--- src/rtl/dct_pkg.sv ---
// Shared types and helpers for the streaming 4-point integer DCT.
// The saturation helper is only referenced when DCT_CLIP_EN is defined.
package dct_pkg;

  typedef enum logic [1:0] {
    COLLECT = 2'd0,
    COMPUTE = 2'd1,
    EMIT    = 2'd2
  } state_t;

  typedef enum logic {
    DCT_FWD = 1'b0,
    DCT_INV = 1'b1
  } mode_t;

  localparam int N_PTS = 4;

  // Clamp a value into the signed range of a dw-bit word
  function automatic logic signed [31:0] sat_fn(input logic signed [31:0] v, input int dw);
    logic signed [31:0] hi;
    logic signed [31:0] lo;
    hi = (32'sd1 <<< (dw - 1)) - 32'sd1;
    lo = -(32'sd1 <<< (dw - 1));
    if (v > hi) begin
      sat_fn = hi;
    end else if (v < lo) begin
      sat_fn = lo;
    end else begin
      sat_fn = v;
    end
  endfunction

endpackage

--- src/rtl/dct4_core.sv ---
// Combinational 4-point forward/inverse integer butterfly.
// With DCT_CLIP_EN defined, inverse results saturate to the input sample range.
module dct4_core
  import dct_pkg::*;
#(
  parameter int DATA_W = 8,
  parameter int OUT_W  = DATA_W + 3
) (
  input  logic signed [DATA_W-1:0] x_i [N_PTS],
  input  mode_t                    mode_i,
  output logic signed [OUT_W-1:0]  y_o [N_PTS]
);

  logic signed [OUT_W-1:0] xe_s [N_PTS];
  logic signed [OUT_W-1:0] s0_s, s1_s, d0_s, d1_s;
  logic signed [OUT_W-1:0] e0_s, e1_s, e2_s, e3_s;

`ifdef DCT_CLIP_EN
  function automatic logic signed [OUT_W-1:0] clip_f(input logic signed [OUT_W-1:0] v);
    clip_f = OUT_W'(sat_fn(32'(v), DATA_W));
  endfunction
`endif

  // Butterfly stages for both directions, then select by mode
  always_comb begin
    for (int i = 0; i < N_PTS; i++) begin
      xe_s[i] = OUT_W'(x_i[i]);
    end
    s0_s = xe_s[0] + xe_s[3];
    s1_s = xe_s[1] + xe_s[2];
    d0_s = xe_s[0] - xe_s[3];
    d1_s = xe_s[1] - xe_s[2];
    e0_s = xe_s[0] + xe_s[2];
    e1_s = xe_s[0] - xe_s[2];
    e2_s = (xe_s[1] >>> 1'b1) - xe_s[3];
    e3_s = xe_s[1] + (xe_s[3] >>> 1'b1);
    case (mode_i)
      DCT_FWD: begin
        y_o[0] = s0_s + s1_s;
        y_o[1] = (d0_s <<< 1'b1) + d1_s;
        y_o[2] = s0_s - s1_s;
        y_o[3] = d0_s - (d1_s <<< 1'b1);
      end
      DCT_INV: begin
`ifdef DCT_CLIP_EN
        y_o[0] = clip_f(e0_s + e3_s);
        y_o[1] = clip_f(e1_s + e2_s);
        y_o[2] = clip_f(e1_s - e2_s);
        y_o[3] = clip_f(e0_s - e3_s);
`else
        y_o[0] = e0_s + e3_s;
        y_o[1] = e1_s + e2_s;
        y_o[2] = e1_s - e2_s;
        y_o[3] = e0_s - e3_s;
`endif
      end
      default: begin
        for (int i = 0; i < N_PTS; i++) begin
          y_o[i] = '0;
        end
      end
    endcase
  end

endmodule

--- src/rtl/dct4_stream.sv ---
// Handshaked 4-point DCT: collect 4 samples, compute for one cycle, emit 4 results.
// Optional DCT_CLIP_EN saturates inverse results (see dct4_core).
module dct4_stream
  import dct_pkg::*;
#(
  parameter int DATA_W = 8,
  parameter int OUT_W  = DATA_W + 3,
  parameter int CNT_W  = 16
) (
  input  logic                     clk_i,
  input  logic                     rst_i,
  input  logic                     in_valid_i,
  output logic                     in_ready_o,
  input  logic signed [DATA_W-1:0] dt_i,
  input  logic                     mode_i,
  output logic                     out_valid_o,
  input  logic                     out_ready_i,
  output logic signed [OUT_W-1:0]  dt_o,
  output logic [1:0]               out_idx_o,
  output logic                     out_last_o,
  output logic [CNT_W-1:0]         blk_cnt_o
);

  state_t                  state_r, state_nxt_s;
  logic [1:0]              in_idx_r;
  logic signed [DATA_W-1:0] x_r [N_PTS];
  mode_t                   mode_r;
  logic signed [OUT_W-1:0] y_s [N_PTS];
  logic signed [OUT_W-1:0] y_r [N_PTS];
  logic                    in_ready_r, out_valid_r, last_r;
  logic signed [OUT_W-1:0] dt_r;
  logic [1:0]              out_idx_r;
  logic [CNT_W-1:0]        blk_cnt_r;
  logic                    in_hs_s, out_hs_s;

  assign in_hs_s  = in_valid_i && in_ready_r;
  assign out_hs_s = out_ready_i && out_valid_r;

  dct4_core #(
    .DATA_W (DATA_W),
    .OUT_W  (OUT_W)
  ) u_core (
    .x_i    (x_r),
    .mode_i (mode_r),
    .y_o    (y_s)
  );

  // Next-state logic
  always_comb begin
    state_nxt_s = state_r;
    case (state_r)
      COLLECT: begin
        if (in_hs_s && (in_idx_r == 2'd3)) begin
          state_nxt_s = COMPUTE;
        end else begin
          state_nxt_s = state_r;
        end
      end
      COMPUTE: state_nxt_s = EMIT;
      EMIT: begin
        if (out_hs_s && (out_idx_r == 2'd3)) begin
          state_nxt_s = COLLECT;
        end else begin
          state_nxt_s = state_r;
        end
      end
      default: state_nxt_s = COLLECT;
    endcase
  end

  // State register
  always_ff @(posedge clk_i) begin
    if (rst_i) begin
      state_r <= COLLECT;
    end else begin
      state_r <= state_nxt_s;
    end
  end

  // Sample buffer, result registers and registered stream outputs
  always_ff @(posedge clk_i) begin
    if (rst_i) begin
      for (int i = 0; i < N_PTS; i++) begin
        x_r[i] <= '0;
        y_r[i] <= '0;
      end
      in_idx_r    <= 2'd0;
      mode_r      <= DCT_FWD;
      in_ready_r  <= 1'b1;
      out_valid_r <= 1'b0;
      dt_r        <= '0;
      out_idx_r   <= 2'd0;
      last_r      <= 1'b0;
      blk_cnt_r   <= '0;
    end else begin
      case (state_r)
        COLLECT: begin
          if (in_hs_s) begin
            x_r[in_idx_r] <= dt_i;
            in_idx_r      <= in_idx_r + 2'd1;
            if (in_idx_r == 2'd0) begin
              mode_r <= mode_t'(mode_i);
            end
            if (in_idx_r == 2'd3) begin
              in_ready_r <= 1'b0;
            end
          end
        end
        COMPUTE: begin
          y_r         <= y_s;
          dt_r        <= y_s[0];
          out_idx_r   <= 2'd0;
          last_r      <= 1'b0;
          out_valid_r <= 1'b1;
        end
        EMIT: begin
          if (out_hs_s) begin
            if (out_idx_r == 2'd3) begin
              out_valid_r <= 1'b0;
              in_ready_r  <= 1'b1;
              last_r      <= 1'b0;
              out_idx_r   <= 2'd0;
              dt_r        <= '0;
              blk_cnt_r   <= blk_cnt_r + CNT_W'(1'b1);
            end else begin
              out_idx_r <= out_idx_r + 2'd1;
              dt_r      <= y_r[out_idx_r + 2'd1];
              last_r    <= (out_idx_r == 2'd2);
            end
          end
        end
        default: begin
          in_ready_r  <= 1'b1;
          out_valid_r <= 1'b0;
        end
      endcase
    end
  end

  assign in_ready_o  = in_ready_r;
  assign out_valid_o = out_valid_r;
  assign dt_o        = dt_r;
  assign out_idx_o   = out_idx_r;
  assign out_last_o  = last_r;
  assign blk_cnt_o   = blk_cnt_r;

endmodule

--- config.mk ---
export PLATFORM = sky130hd
export DESIGN_NAME = dct4_stream
export DESIGN_NICKNAME = d
export VERILOG_FILES = /design/src/rtl/dct_pkg.sv /design/src/rtl/dct4_core.sv /design/src/rtl/dct4_stream.sv
export SDC_FILE = /design/constraint.sdc
export NUM_CORES = 1
export LEC_CHECK = 0
export BUFFER_PORTS_ARGS = -buffer_cell sky130_fd_sc_hd__buf_2
export CAP_MARGIN = 20
export CORE_ASPECT_RATIO = 0.8
export CORE_UTILIZATION = 69
export DETAILED_ROUTE_END_ITERATION = 16
export PLACE_DENSITY = 0.88
export SLEW_MARGIN = 20
export SYNTH_ARGS = -nofsm -noshare
export SYNTH_HDL_FRONTEND = slang
export SYNTH_SLANG_ARGS = --single-unit
export TNS_END_PERCENT = 1
--- constraint.sdc ---
create_clock -name clk_i -period 8.9 [get_ports clk_i]
set_input_delay 1.78 -clock clk_i [delete_from_list [all_inputs] [get_ports clk_i]]
set_output_delay 1.78 -clock clk_i [all_outputs]
set_load 0.005 [all_outputs]
Word level (Yosys, flattened, before mapping). Index checks and enable logic that the tools add are counted.

Flip-flop bits (word level): 113. Output and inout bits: 32.

Bitwise logic cells: 5. Magnitude comparators: 3. $add $sub $neg: 19. Reduce and logical (&&, ||, !) cells: 15. Mux-type cells: 27. Eq/ne operators: 11.

Operators with widths (count): $pmux W44 S2 (1); $add A11 B11 Y11 (4); $mux W11 (4); $sub A11 B11 Y11 (4); $bwmux W32 (1); $add A8 B8 Y9 (3); $sub A8 B8 Y9 (3); $bmux W11 S2 (1); $pmux W11 S2 (1); $add A16 B1 Y16 const B (1); $demux W8 S2 (1); $ne A2 B2 Y1 const B (6); $add A8 B7 Y9 (1); $reduce_and A3 Y1 (3); $sub A7 B8 Y9 (1); $eq A2 B2 Y1 const B (4); $mux W1 (8); $mux W2 (4); $mux W8 (1); $ge A3 B3 Y1 const B (2); $not A2 Y3 (2); $pmux W1 S3 (2); $pmux W2 S3 (1); $reduce_and A2 Y1 (3); 10 further kinds (18).

Logic depth before layout (Yosys ltp). Gate-level depths: netlist of the first run.

Depth after elaboration: 8. Depth in mapped cells: 18. Mapped depth without buffers: 17.

Hierarchy. From an unflattened synthesis of the first run, not the netlist that was laid out.

Cells, all modules: 1341. Area total of the unflattened synthesis: 10433.8 um^2.

By module, submodules not included: dct4_core (instances 1, area an instance 5828.1 um^2, seq. area each 0.0 um^2, cells each 784); dct4_stream (instances 1, area an instance 4605.7 um^2, seq. area each 2262.2 um^2, cells each 557).

Worst setup path before layout of the first run. No wires, ideal clock.

Kind: register to register. From: register x_r[9] (netlist name). To: register y_r[31] (netlist name). Clock period less this slack: 3.535 ns. Stages on the path, launching flop included: 17. Required time: 8.797 ns. Path slack: 5.365 ns. Library setup time: 0.103 ns. Arrival time: 3.432 ns. Cells stage by stage: dfxtp_1 > inv_1 > ha_1 > nor2b_1 > nor2_1 > nor2_1 > nor2_1 > xnor2_1 > ha_1 > nor2b_1 > o21a_1 > o21ai_0 > o311ai_4 > a31o_1 > maj3_1 > xnor2_1 > a2111oi_2.

Longest elaborated chain between the ends: 3. Elaborated cells on any way between the ends: 5. Classes of those cells: 4 x add/sub; 1 x mux.

Ends and longest elaborated chain: start, declared (line dct4_stream.sv:26) `logic signed [DATA_W-1:0] x_r [N_PTS];`; start signal, assigned by index (line dct4_stream.sv:99) `x_r[in_idx_r] <= dt_i;`; $sub A8 B8 Y9 (on tied branches) (line dct4_core.sv:34, dct4_core.sv:32); $add A11 B11 Y11 (on tied branches) (line dct4_core.sv:52, dct4_core.sv:40); $pmux W44 S2 * (line dct4_core.sv:37) `case (mode_i)`; end signal, assigned (line dct4_stream.sv:110) `y_r <= y_s;`; end, declared (line dct4_stream.sv:29) `logic signed [OUT_W-1:0] y_r [N_PTS];`.

Every way passes the cells marked *; elsewhere a longest branch is shown, timed or not. A chain may end at the register's enable or synchronous reset.

Worst setup path in the final report of the first run.
From: register x_r[17] (netlist name). To: register y_r[20] (netlist name).

Longest elaborated chain between the ends: 3. Elaborated cells on any way between the ends: 5. Classes of those cells: 4 x add/sub; 1 x mux.

Ends and longest elaborated chain (line): $sub A7 B8 Y9 or $add A8 B8 Y9 (tied branches) (dct4_core.sv:35, dct4_core.sv:30); $sub A11 B11 Y11 (on tied branches) (dct4_core.sv:53, dct4_core.sv:41); $pmux W44 S2 * (dct4_core.sv:37).

Marked as above.

==> metrics.md, run 1 <==
| Metric | Value |
|---|---|
| Run status | complete, no violations |
| DR pass1 iterations | 6 |
| IO Count | 45 |
| Clock root cell | clkbuf_16 |
| DRT antenna net count | 0 |
| Peak supply drop | 0.1832 mV |
| Dpl hpwl | 20560 um |
| Register area share after synthesis | 22.29% |
| Part of the power in registers | 26.3% |
| Global-route wire length before repair | 44400 um |
| Post-CTS sizing | 0 |
| CTS tree | done |
| Max-Cap Viols | 0 |
| ANT cells | 0 |
| Main synth FF type | dfxtp_1 |
| # port buffers | 44 |
| CP max FO | 8 |
| Aggregate negative setup slack | 0 ns |
| Worst-Margin Slew | 1.043 ns |
| Hold Vio Cnt, Final | 0 |
| Largest net degree at the start of global routing | 72 |
| Worst hold stages | 2 |
| Clock share of power | 32.5% |
| Post-Syn Area per Cell | 7.886 um2 |
| Crit path time final | 4.363 ns |
| Aggregate global-route resource usage | 37.63% |
| Core Area | 14300 um2 |
| Initial DRC Count | 1009 |
| Type of the tightest min-delay check | flop to flop |
| Slew margin rel. | 30.20% |
| Grt ovf | 0 |
| Int Power | 1.215 mW |
| Post-synthesis async set-or-reset flop share | 0% |
| Seq cells post-synth | 113 |
| Type of origin of the critical path | flop |
| Die W | 137.6 um |
| Comb power frac | 41.2% |
| Share of the synthesized area in the top cell type | 22.29% |
| RSZ-0062 raised after global routing | no |
| Mapped Cells | 1287 |
| Final setup viols | 0 |
| Placed cell area | 10430 um2 |
| R2R depth | 16 |
| CP bufs+invs | 3 |
| CP Capture Type | flop |
| # nets final | 1464 |
| Worst path cell trace | inv_1 -> ha_1 -> inv_1 -> fa_1 -> a21o_1 -> a21oi_1 -> o21bai_1 -> a21oi_1 -> xnor2_1 -> inv_1 -> ha_1 -> a2111oi_0 -> nor4_1 -> o311ai_0 -> nand3_1 -> a21oi_1 |
| WHS | 0.4479 ns |
| # rows | 39 |
| Postcts setup bufs | 0 |
| Routed Wire Length | 27370 um |
| Sw frac | 39.42% |
| Pwr Density | 182.6 nW/um2 |
| Max clock buf depth | 2 |
| Crit path depth | 16 |
| Distinct cells, synth | 68 |
| DRC violations left | 0 |
| Area contributors post-synth | dfxtp_1 22%, ha_1 17%, a21oi_1 6.2% |
| Yosys top cell by area | dfxtp_1 |
| Clk slew on worst S/H paths | 0.06 ns |
| Commonest non-fill, non-tap cells in the layout | 138 x ha_1, 125 x a21oi_1, 123 x nor2_1 |
| WL/cell | 18.32 um |
| Vias | 9399 |
| Starting density of the core | 70.99% |
| Setup Crit Path Kind | flop to flop |
| Die Y | 110.5 um |
| Fin. max-slew vios | 0 |
| Clock Latency Late Sink | 0.44 ns |
| Yosys warns | 0 |
| Finished Core Util | 76.83% |
| CP max stage cell | a2111oi_0 |
| Crit path max-delay family | compound AO/OA/AOI/OAI gates |
| Via density | 6.291 |
| Vias in the first global route | 8773 |
| Clock sink count | 113 |
| Htree depth | 4 |
| F_max | 229.2 MHz |
| Most common library cell in the layout ignoring fill and taps | ha_1 |
| Area added between synthesis and finish | 8.223% |
| Worst clock skew | 0.009172 ns |
| Sw power | 0.7910 mW |
| Net Count, Synth | 1454 |
| Post-CTS Hold Buffers | 0 |
| Num CTS Buffers | 17 |
| LEAKAGE | 4.619 nW |
| Crit path DAT | 4.73 ns |
| Placer Congestion | 0.9606 |
| Antenna violations before repair | 0 |
| Worst EP required | 9.27 ns |
| CP max stage delay | 0.69 ns |
| Die ar. | 15200 um2 |
| Design area | 10980 um2 |
| Tcrit/Tclk final | 49.03% |
| Cell area after synthesis | 10150 um2 |
| EDFF count, synth | 0 |
| Fraction of layout cells with a size suffix above 1 | 8.550% |
[logic make-up (layout without fill, tap and decap cells)]
kind of cell | count (synthesis) | after routing | share of synthesized area (%)
and+or+nand+nor | 395 | 395 | 17.81
muxes | 22 | 22 | 3.550
DFF | 113 | 113 | 22.29
AOI/OAI and AO/OA | 327 | 327 | 20.46
buffers and inverters | 170 | 193 | 6.410
xor gates and xnor gates | 104 | 104 | 9.110
adders and majority gates | 156 | 156 | 20.36
[area by class of cell]
cell class                      instances  area (um2)
Clock buffer                           17       425.4
Clock inverter                         15       125.1
Fill cell                            1017        3313
Inverter                              112       420.4
Multi-Input combinational cell       1004        7259
Sequential cell                       113        2263
Tap cell                              184       230.2
Timing Repair Buffer                   49       260.3
[sequential cells by signal (all words and copies together) (netlist names)]
signal / cells
in_idx_r: 2
mode_r: 1
out_last_o: 1
dt_o: 11
in_ready_o: 1
out_valid_o: 1
y_r: 44
state_r: 2
x_r: 32
out_idx_o: 2
blk_cnt_o: 16
[power by group through the flow]
stage / clock, mW / combinational, mW / sequential [mW]
after global routing: 0.673 / 0.898 / 0.530
after detailed placement: 0 / 0.791 / 0.539
after global placement: 0 / 0.774 / 0.539
after floorplan: 0 / 0.623 / 0.535
after CTS: 0.650 / 0.800 / 0.528
final: 0.651 / 0.826 / 0.529
[per-layer routing]
metal	up-vias	GRT usage [%]	share of wire [%]
li1	4462	-	-
met1	4386	52.84	45
met2	472	55.41	43
met3	79	6.474	8.5
met4	0	17.73	4.1
met5	-	0	0
[cells in the mapped netlist (3+ instances only)]
master and n:
o31a_1 3, a2111oi_0 3, a311oi_1 7, nand4_1 3, o211ai_1 11, xor2_1 40, or2_2 8, o41ai_1 4
a211oi_1 22, or3_1 3, mux2i_1 9, a211o_1 4, a21oi_1 125, o21bai_1 28, nor2_1 124, and2_1 5
dfxtp_1 113, o22ai_1 5, ha_1 138, fa_1 16, o21ai_0 55, and3_1 12, buf_1 13, nor3_1 43
nand3b_1 5, a21boi_0 3, xnor2_1 63, nand3_1 48, o21a_1 13, a22oi_1 3, nand2b_1 14, nand2_1 103
a21o_1 19, mux4_2 11, clkbuf_1 40, nor2b_1 20, inv_1 110
[tightest hold or removal path: cells and delay by family (launching register included)]
family	cells	cell delay (ns)
DFF	1	0.30
and+or+nand+nor	1	0.05
AOI/OAI and AO/OA	1	0.05
[final timing paths]
check	start	end	slack [ns]
setup / recovery	x_r[17]	y_r[20]	4.54
hold / removal	y_r[0]	y_r[0]	0.45
setup reg to reg	x_r[17]	y_r[20]	4.54
hold reg to reg	y_r[0]	y_r[0]	0.45
[per-stage QoR]
stage | total power, mW | setup WS, ns | cells
global placement | 1.313 | 4.747 | 1462
global route | 2.101 | 4.246 | 1494
CTS | 1.978 | 4.635 | 1494
finish | 2.006 | 4.537 | 1494
floorplan | 1.158 | 5.365 | 1287
detailed placement | 1.330 | 4.653 | 1462
Power figures use the tool's default switching activity.
==> inputs of run 2 (changes only) <==
--- a/config.mk
+++ b/config.mk
@@ -8,9 +8,9 @@
 export BUFFER_PORTS_ARGS = -buffer_cell sky130_fd_sc_hd__buf_2
 export CAP_MARGIN = 20
 export CORE_ASPECT_RATIO = 0.8
-export CORE_UTILIZATION = 69
+export CORE_UTILIZATION = 58
 export DETAILED_ROUTE_END_ITERATION = 16
-export PLACE_DENSITY = 0.88
+export PLACE_DENSITY = 0.79
 export SLEW_MARGIN = 20
 export SYNTH_ARGS = -nofsm -noshare
 export SYNTH_HDL_FRONTEND = slang
==> constraint.sdc (replaced) <==
create_clock -name clk_i -period 3.8 [get_ports clk_i]
set_input_delay 0.76 -clock clk_i [delete_from_list [all_inputs] [get_ports clk_i]]
set_output_delay 0.76 -clock clk_i [all_outputs]
set_load 0.005 [all_outputs]
==> metrics.md, run 2 (synthesized netlist as in run 1, its figures left out) <==
| Metric | Value |
|---|---|
| CP Capture Type | flop (unchanged) |
| Grt ovf | 0 (unchanged) |
| DR pass1 iterations | 5 (was 6) |
| Worst path cell trace | inv_1 -> ha_1 -> a21o_1 -> a21oi_1 -> and3_1 -> nor2_1 -> ha_1 -> a21oi_1 -> o21ai_0 -> maj3_1 -> a21oi_2 -> o21ai_0 -> a311oi_1 (was inv_1 -> ha_1 -> inv_1 -> fa_1 -> a21o_1 -> a21oi_1 -> o21bai_1 -> a21oi_1 -> xnor2_1 -> inv_1 -> ha_1 -> a2111oi_0 -> nor4_1 -> o311ai_0 -> nand3_1 -> a21oi_1) |
| # rows | 42 (was 39) |
| Routed Wire Length | 28620 um (was 27370 um) |
| Reg2reg start | x_r[11] (was x_r[17]) |
| Pwr Density | 438.4 nW/um2 (was 182.6 nW/um2) |
| Via density | 6.037 (was 6.291) |
| Antenna violations before repair | 0 (unchanged) |
| Fraction of layout cells with a size suffix above 1 | 11.45% (was 8.550%) |
| Worst-Margin Slew | 0.6864 ns (was 1.043 ns) |
| Aggregate global-route resource usage | 32.27% (was 37.63%) |
| LEAKAGE | 4.758 nW (was 4.619 nW) |
| Inst Count DP | 1516 (was 1462) |
| WHS | 0.4503 ns (was 0.4479 ns) |
| Most common library cell in the layout ignoring fill and taps | ha_1 (unchanged) |
| Largest net degree at the start of global routing | 56 (was 72) |
| Postcts setup bufs | 0 (unchanged) |
| Tcrit/Tclk final | 98.81% (was 49.03%) |
| CP max FO | 8 (unchanged) |
| Die Y | 120.3 um (was 110.5 um) |
| Non-filler cells, final | 1548 (was 1494) |
| Finished Core Util | 67.28% (was 76.83%) |
| Type of origin of the critical path | flop (unchanged) |
| Setup Crit Path Kind | flop to flop (unchanged) |
| Clock Latency Late Sink | 0.43 ns (was 0.44 ns) |
| Fin. max-slew vios | 0 (unchanged) |
| Hold Startpoint | y_r[2] (was y_r[0]) |
| Crit path DAT | 4.09 ns (was 4.73 ns) |
| # nets final | 1482 (was 1464) |
| IO Count | 45 (unchanged) |
| Clock root cell | clkbuf_16 (unchanged) |
| Total Power | 4.959 mW (was 2.006 mW) |
| Commonest non-fill, non-tap cells in the layout | 135 x ha_1, 121 x nor2_1, 119 x a21oi_1 (was 138 x ha_1, 125 x a21oi_1, 123 x nor2_1) |
| Clock sink count | 113 (unchanged) |
| Type of the tightest min-delay check | flop to flop (unchanged) |
| CTS tree | done (unchanged) |
| ANT cells | 0 (unchanged) |
| CP max stage delay | 0.45 ns (was 0.69 ns) |
| # port buffers | 44 (unchanged) |
| WL/cell | 18.49 um (was 18.32 um) |
| Starting density of the core | 60.36% (was 70.99%) |
| Dpl hpwl | 21540 um (was 20560 um) |
| Clk slew on worst S/H paths | 0.06 ns (about the same) |
| Placed cell area | 10610 um2 (was 10430 um2) |
| Htree depth | 4 (unchanged) |
| Max-Cap Viols | 0 (unchanged) |
| CP max stage cell | maj3_1 (was a2111oi_0) |
| Final setup viols | 0 (unchanged) |
| Critical path origin | x_r[11] (was x_r[17]) |
| DRT antenna net count | 0 (unchanged) |
| Design area | 11310 um2 (was 10980 um2) |
| Layout filler cell count | 1403 (was 1017) |
| Largest reg by FF count | y_r (unchanged) |
| Area added between synthesis and finish | 11.46% (was 8.223%) |
| Peak supply drop | 0.3544 mV (was 0.1832 mV) |
| DRC violations left | 0 (unchanged) |
| Slew margin rel. | 54.24% (was 30.20%) |
| R2R depth | 13 (was 16) |
| Post-CTS Hold Buffers | 0 (unchanged) |
| Crit path time final | 3.755 ns (was 4.363 ns) |
| Hold Vio Cnt, Final | 0 (unchanged) |
| Max clock buf depth | 2 (unchanged) |
| Run status | complete, no violations (unchanged) |
| RSZ-0062 raised after global routing | yes (was no) |
| Global-route wire length before repair | 44910 um (was 44400 um) |
| Initial DRC Count | 852 (was 1009) |
| Vias in the first global route | 8606 (was 8773) |
| F_max | 266.3 MHz (was 229.2 MHz) |
| Core Area | 16820 um2 (was 14300 um2) |
| Placer Congestion | 0.9253 (was 0.9606) |
| Num CTS Buffers | 17 (unchanged) |
| Die W | 149.9 um (was 137.6 um) |
| Largest register FFs | 44 (unchanged) |
| Worst EP required | 4.14 ns (was 9.27 ns) |
| Worst hold stages | 2 (unchanged) |
| Vias | 9346 (was 9399) |
| Worst clock skew | 0.008965 ns (was 0.009172 ns) |
| Die ar. | 18040 um2 (was 15200 um2) |
run 2: cell types whose count changed in the layout (fill, tap and decap cells not counted), moves of 3 or more:
cell,previous run,this run
ha_2,0,3
ha_1,138,135
a21oi_2,0,6
dfxtp_2,1,5
a21oi_1,125,119
dfxtp_1,112,108
buf_4,6,24
run 2: worst paths after layout:
| kind | to | slack [ns] |
|---|---|---|
| hold / removal | y_r[2] | 0.45 |
| setup / recovery | y_r[32] | 0.05 |
| hold reg to reg | y_r[2] | 0.45 |
| setup reg to reg | y_r[32] | 0.05 |
run 2: layout make-up:
type	count	area, um2	area share [%]
Inverter	112	420.4	3.716
Sequential cell	113	2268	20.05
Clock inverter	15	173.9	1.537
Multi-Input combinational cell	1004	7355	65.01
Tap cell	220	275.3	2.433
Timing Repair Buffer	67	395.4	3.495
Clock buffer	17	425.4	3.760
run 2: stage by stage:
step                TNS [ns]  setup slack (ns)
floorplan                  0            0.2650
global placement           0            0.1235
detailed placement  -0.03015          -0.03015
CTS                        0           0.06415
global route         -0.1770           -0.1141
finish                     0           0.04512
run 2: report_power, final:
part	total [mW]	switching (mW)	internal (mW)
logic	2.05	1.21	0.843
registers	1.24	0.0293	1.21
clock network	1.67	0.689	0.985
run 2: worst max-delay path: cells and delay by family, from the launching register on:
family,cells,cell delay (ns)
AOI/OAI and AO/OA,7,1.57
adders and majority gates,3,1.23
DFF,1,0.40
and+or+nand+nor,2,0.38
buffers and inverters,1,0.09
run 2: timing repair:
item                       CTS  global route
pin swaps                    0             2
resized for setup            2            26
setup endpoints to repair    2            20
run 2: routing by layer:
metal	vias to the layer above	global-route usage (%)	wire, um	part of all wire, %
met5	-	0	0	0
met4	0	10.73	808	2.8
met3	58	6.113	2023	7.1
met2	388	49.54	12550	44
met1	4398	45.17	13240	46
li1	4502	-	-	-
